### src/rtl/ntt_pkg.sv
// Shared types and index helpers for the NTT address sequencer.
// Helpers are plain integer functions so the top can size results to LOGN bits.
package ntt_pkg;

  typedef enum logic [1:0] {
    IDLE   = 2'd0,
    ISSUE  = 2'd1,
    DRAIN  = 2'd2,
    FINISH = 2'd3
  } state_t;

  // Butterfly span: shrinks per stage for forward (CT), grows for inverse (GS).
  function automatic logic [31:0] half_len(input logic [31:0] logn, input logic [31:0] s,
                                           input logic inv);
    return inv ? (32'd1 << s) : ((32'd1 << logn) >> (s + 32'd1));
  endfunction

  function automatic logic [31:0] tw_index(input logic [31:0] logn, input logic [31:0] s,
                                           input logic [31:0] g, input logic inv);
    return inv ? (((32'd1 << logn) >> s) - 32'd1 - g) : ((32'd1 << s) + g);
  endfunction

endpackage

### src/rtl/ntt_addr_delay.sv
// Enable-gated shift register carrying {valid, A, B} from read issue to write-back.
// Freezes entirely while en is low so latency is counted in unstalled cycles.
module ntt_addr_delay #(
  parameter int WIDTH = 17,
  parameter int DEPTH = 4
) (
  input  logic             clk,
  input  logic             rst,
  input  logic             en,
  input  logic [WIDTH-1:0] din,
  output logic [WIDTH-1:0] dout
);

  logic [WIDTH-1:0] pipe [DEPTH];

  always_ff @(posedge clk or negedge rst) begin
    if (!rst) begin
      for (int i = 0; i < DEPTH; i++) pipe[i] <= '0;
    end else if (en) begin
      pipe[0] <= din;
      for (int i = 1; i < DEPTH; i++) pipe[i] <= pipe[i-1];
    end
  end

  assign dout = pipe[DEPTH-1];

endmodule

### src/rtl/ntt_address_sequencer.sv
// Read/twiddle/write-back address sequencer for an in-place radix-2 NTT/INTT.
// Handshake: start is taken only in IDLE with stall low; stall freezes every register.
module ntt_address_sequencer
  import ntt_pkg::*;
#(
  parameter int LOGN     = 8,
  parameter int PIPE_LAT = 4
) (
  input  logic            clk,
  input  logic            rst,
  input  logic            start,
  input  logic            inverse,
  input  logic            stall,
  output logic [LOGN-1:0] rdAddrA,
  output logic [LOGN-1:0] rdAddrB,
  output logic [LOGN-1:0] twAddr,
  output logic            rdValid,
  output logic [LOGN-1:0] wrAddrA,
  output logic [LOGN-1:0] wrAddrB,
  output logic            wrValid,
  output logic            busy,
  output logic            done,
  output logic [1:0]      dbg_state
);

  localparam int KW = LOGN - 1;
  localparam int SW = $clog2(LOGN + 1);
  localparam int DW = (PIPE_LAT > 1) ? $clog2(PIPE_LAT) : 1;
  localparam int DLW = 1 + 2 * LOGN;

  state_t          state;
  logic [KW-1:0]   k;
  logic [SW-1:0]   s;
  logic [DW-1:0]   dcnt;
  logic            inv_q;

  logic [KW-1:0]   sel_k;
  logic [SW-1:0]   sel_s;
  logic            sel_inv;
  logic [31:0]     half;
  logic [31:0]     grp;
  logic [31:0]     a_full;
  logic [31:0]     tw_full;
  logic [LOGN-1:0] next_a;
  logic [LOGN-1:0] next_b;
  logic [LOGN-1:0] next_tw;

  // Address of the butterfly that will be presented after the coming edge.
  always_comb begin
    sel_k   = '0;
    sel_s   = '0;
    sel_inv = inv_q;
    case (state)
      IDLE:    sel_inv = inverse;
      ISSUE: begin
        sel_k = k + 1'b1;
        sel_s = s;
      end
      DRAIN:   sel_s = s;
      default: ;
    endcase
    half    = half_len(32'(LOGN), 32'(sel_s), sel_inv);
    grp     = sel_inv ? (32'(sel_k) >> sel_s)
                      : (32'(sel_k) >> (32'(LOGN) - 32'd1 - 32'(sel_s)));
    a_full  = 32'd2 * half * grp + (32'(sel_k) & (half - 32'd1));
    tw_full = tw_index(32'(LOGN), 32'(sel_s), grp, sel_inv);
    next_a  = LOGN'(a_full);
    next_b  = LOGN'(a_full + half);
    next_tw = LOGN'(tw_full);
  end

  always_ff @(posedge clk or negedge rst) begin
    if (!rst) begin
      state   <= IDLE;
      k       <= '0;
      s       <= '0;
      dcnt    <= '0;
      inv_q   <= 1'b0;
      rdAddrA <= '0;
      rdAddrB <= '0;
      twAddr  <= '0;
      rdValid <= 1'b0;
      busy    <= 1'b0;
      done    <= 1'b0;
    end else if (!stall) begin
      case (state)
        IDLE: begin
          if (start) begin
            state   <= ISSUE;
            inv_q   <= inverse;
            k       <= '0;
            s       <= '0;
            busy    <= 1'b1;
            rdValid <= 1'b1;
            rdAddrA <= next_a;
            rdAddrB <= next_b;
            twAddr  <= next_tw;
          end
        end
        ISSUE: begin
          if (k == '1) begin
            state   <= DRAIN;
            k       <= '0;
            s       <= s + 1'b1;
            dcnt    <= '0;
            rdValid <= 1'b0;
            rdAddrA <= '0;
            rdAddrB <= '0;
            twAddr  <= '0;
          end else begin
            k       <= k + 1'b1;
            rdAddrA <= next_a;
            rdAddrB <= next_b;
            twAddr  <= next_tw;
          end
        end
        DRAIN: begin
          // s already points at the next stage; s == LOGN means all stages issued.
          if (dcnt == DW'(PIPE_LAT - 1)) begin
            if (s == SW'(LOGN)) begin
              state <= FINISH;
              busy  <= 1'b0;
              done  <= 1'b1;
            end else begin
              state   <= ISSUE;
              rdValid <= 1'b1;
              rdAddrA <= next_a;
              rdAddrB <= next_b;
              twAddr  <= next_tw;
            end
          end else begin
            dcnt <= dcnt + 1'b1;
          end
        end
        FINISH: begin
          state <= IDLE;
          done  <= 1'b0;
        end
        default: state <= IDLE;
      endcase
    end
  end

  logic [DLW-1:0] dl_out;

  ntt_addr_delay #(
    .WIDTH (DLW),
    .DEPTH (PIPE_LAT)
  ) u_delay (
    .clk  (clk),
    .rst  (rst),
    .en   (~stall),
    .din  ({rdValid, rdAddrA, rdAddrB}),
    .dout (dl_out)
  );

  assign wrValid   = dl_out[DLW-1];
  assign wrAddrA   = dl_out[2*LOGN-1:LOGN];
  assign wrAddrB   = dl_out[LOGN-1:0];
  assign dbg_state = state;

endmodule

### config.mk
export PLATFORM = sky130hd
export DESIGN_NAME = ntt_address_sequencer
export DESIGN_NICKNAME = d
export VERILOG_FILES = /design/src/rtl/ntt_pkg.sv /design/src/rtl/ntt_addr_delay.sv /design/src/rtl/ntt_address_sequencer.sv
export SDC_FILE = /design/constraint.sdc
export NUM_CORES = 1
export LEC_CHECK = 0
export ABC_AREA = 1
export CAP_MARGIN = 20
export CELL_PAD_IN_SITES_DETAIL_PLACEMENT = 0
export CELL_PAD_IN_SITES_GLOBAL_PLACEMENT = 1
export CORE_MARGIN = 2
export CORE_UTILIZATION = 48
export DETAILED_ROUTE_END_ITERATION = 12
export HOLD_SLACK_MARGIN = 0.03
export PLACE_DENSITY = 0.94
export SLEW_MARGIN = 40
export SYNTH_ARGS = -nofsm -noshare
export SYNTH_HDL_FRONTEND = slang
export SYNTH_HIERARCHICAL = 1
export SYNTH_SLANG_ARGS = --single-unit
### constraint.sdc
create_clock -name clk -period 10.7 [get_ports clk]
set_input_delay 2.14 -clock clk [delete_from_list [all_inputs] [get_ports clk]]
set_output_delay 2.14 -clock clk [all_outputs]
set_load 0.02 [all_outputs]
==> summary.md <==
| Metric | Value |
|---|---|
| Die area | 15,700 µm² |
| Routed WL | 15,600 µm |
| Maximum vdd drop | slightly below 0.0001 V |
| Avg Cell Area, Syn | approximately 7.7 µm² |
| Unique masters post-synth | 46 |
| H-tree levels | 3 |
| Synthesized cell area | 7080 µm² |
| Final WS setup | 2820 ps |
| Port buffer count | 50 |
| Slew @ Worst Pin | 773 ps |
| Post-DRT Antenna Nets | 0 |
| First-pass GRT wire length | 26,700 µm |
| Crit end category | register |
| Row Count | 44 |
| GRT Overall Usage | between 20% and 30% |
| Clock skew | approximately 9.7 ps |
| Worst EP required | 10,990 ps |
| Worst Hold Class | reg2reg |
| Setup crit start kind | input port |
| Clock transition at path regs | ~70 ps |
| Crit-path max cell delay | around 550 ps |
| CTS buffer count | 9 |
| Crit path DAT | about 8200 ps |
| Worst Setup SP | inverse |
| Pin count of the biggest net entering global routing | 73 |
| Post-Place Setup Slack | ~2500 ps |
| Fin util | ~55% |
| Total grt overflow | 0 |
| Core ar. | ~14,000 µm² |
| Vias per cell | 5.12 |
| Post-CTS setup repair buffer count | 0 |
| Share of the synthesized area in the top cell type | about 39% |
| Final Hold Viols | 0 |
| Residual DRC count | 0 |
| Die H | 125 µm |
| Cell mode on critical path | nand2_1 |
| Slew Limit Fails | 0 |
| Placed cells | approximately 1,100 |
| Root cell of the clock tree | clkbuf_16 |
| Most frequent cells in the layout | nand2_1 (340), dfrtp_1 (111), inv_1 (88) |
| Non-Filler Cell Area, Final | ~7900 µm² |
| Syn Nets | approximately 1,000 |
| Leading area contributor after synthesis | dfrtp_1 |
| Maximum clock path buffer count | 2 |
| Placement Cell Area | ~7600 µm² |
| Die X | approximately 130 µm |
| Seq/Total Area, Yosys | about 39% |
| Slew Limit Headroom | between 40% and 50% |
| Post-CTS Resized | 0 |
| WS Path Type | in2reg |
| Clk sink count | ~110 |
| Vias in the first global route | between 5,000 and 6,000 |
| Min-delay src | u_delay/dout[6] |
| TritonCTS clock tree | done |
| Antenna Diode Count | 0 |
| Synth warnings | 6 |
| Area growth, synth to finish | 11.7% |
| Fillers | 1,377 |
| Cell Pwr Density | 244 nW/µm² |
| Drt pass-1 iters | 5 |
| Clock Latency Late Sink | between 300 and 400 ps |
| Fmax | 127 MHz |
| Iteration-0 DRC Markers | 457 |
| Via count | roughly 5,800 |
| IO Count | between 50 and 60 |
| GPL Wtd Cong | around 0.91 |
| DPL Wire Length | between 10,000 and 15,000 µm |
| Finish-stage setup viols | 0 |
| Final Non-Filler Cells | 1,128 |
| Share of cells above drive strength 1 | under 10% |
| Most common cell after layout, fill and taps aside | nand2_1 |
| RSZ-0062 raised after global routing | false |
| CP max stage cell | fa_1 |
| Initial Util | approximately half |
| Critical Path Fanout Max | 21 |
| Outcome | completed |
| Largest cells by area after synthesis | dfrtp_1 (39%), nand2_1 (18%), ha_1 (8.3%), inv_1 (4.7%), fa_1 (3.1%) |
| #FFs+latches synth | between 100 and 150 |
| Worst r2r src | dbg_state[1] |
| Max-Cap Viols | 0 |
| Final setup TNS | 0 ps |
| Leak pwr | roughly 4.2 nW |
| Initial antenna violation count | 0 |
| Post-synthesis cell count | between 900 and 1,000 |
| WL per Instance | roughly 14 µm |
| Final min period | around 8000 ps |
| # hold bufs at CTS | 0 |
| Final period util | about three quarters |
| Final layout net count | roughly 1,000 |
[flip-flops by register name, summed over array words and instances (netlist names)]
register and cells:
s 4, dbg_state 2, rdAddrA 8, twAddr 8
u_delay/dout 17, inv_q 1, u_delay/pipe 51, rdValid 1
dcnt 2, busy 1, k 7, rdAddrB 8
done 1
[metrics by stage]
| stage | power, mW | hold WS [ps] |
|---|---|---|
| final | 1.93 | 470 |
| after global routing | 2.09 | 490 |
| after CTS | 1.94 | 475 |
| after detailed placement | 1.58 | 457 |
| after global placement | 1.56 | 452 |
| after floorplan | 1.30 | 442 |
[synth_stat cells (all sizes together)]
library cell,count
o21a,1
a22o,4
dfrtp,111
ha,47
clkbuf,3
nand3,45
o211ai,3
conb,1
nor4,1
nor2,53
fa,11
clkinv,5
or2,1
buf,37
a21o,3
a32o,4
a21oi,29
o22ai,2
nand4,12
inv,97
nor3,7
o21bai,3
xnor2,10
o21ai,51
a31oi,3
nand2,349
mux2i,2
o31ai,1
xor2,16
a31o,1
and2,1
[cells by family after synthesis]
family,after synthesis,synth area share (%)
AND/OR/NAND/NOR,469,27.4
buffers and inverters,142,9.26
flip-flops,111,39.2
AO/OA/AOI/OAI,105,8.92
adder cells (fa/ha/maj),58,11.4
XOR/XNOR,26,3.43
multiplexers,2,0.283
other,1,0.0529
[routing by layer]
| metal | track usage (%) | wire length, µm | part of all wire [%] |
|---|---|---|---|
| met5 | 0 | 0 | 0 |
| met2 | 35.6 | 7770 | 50 |
| met3 | 2.95 | 377 | 2.4 |
| met1 | 27.3 | 7250 | 46 |
| met4 | 5.56 | 241 | 1.5 |
[final timing paths]
kind / cells after the start / slack [ps] / to
worst min-delay path: 2 / 470 / u_delay/dout[6]
worst min register to register: 2 / 470 / u_delay/dout[6]
worst max register to register: 31 / 3940 / rdAddrB[7]
worst max-delay path: 29 / 2820 / rdAddrB[7]
max in group asynchronous: 3 / 7900 / rdAddrB[6]
min in group asynchronous: 1 / 1770 / u_delay/pipe[50]
[worst max-delay path, delay by kind of cell]
family / cells / cell delay [ps]
XOR/XNOR: 4 / 830
buffers and inverters: 6 / 980
adder cells (fa/ha/maj): 7 / 2570
AO/OA/AOI/OAI: 2 / 320
AND/OR/NAND/NOR: 10 / 1290
[cell type report]
class                      count  area, µm²  share of cell area [%]
multi-input combinational    661       3650                    46.1
clock buffer                  12        267                    3.37
clock inverter                 4       58.8                   0.744
inverter                     102        385                    4.87
timing repair buffer          54        541                    6.83
sequential                   111       2780                    35.1
tap                          184        230                    2.91
[power breakdown]
| group | switching (mW) | internal [mW] |
|---|---|---|
| clock | 0.157 | 0.204 |
| sequential | 0.0811 | 0.542 |
| combinational | 0.600 | 0.347 |
| total | 0.838 | 1.09 |
Note: power is estimated with default switching activity, not from simulation.
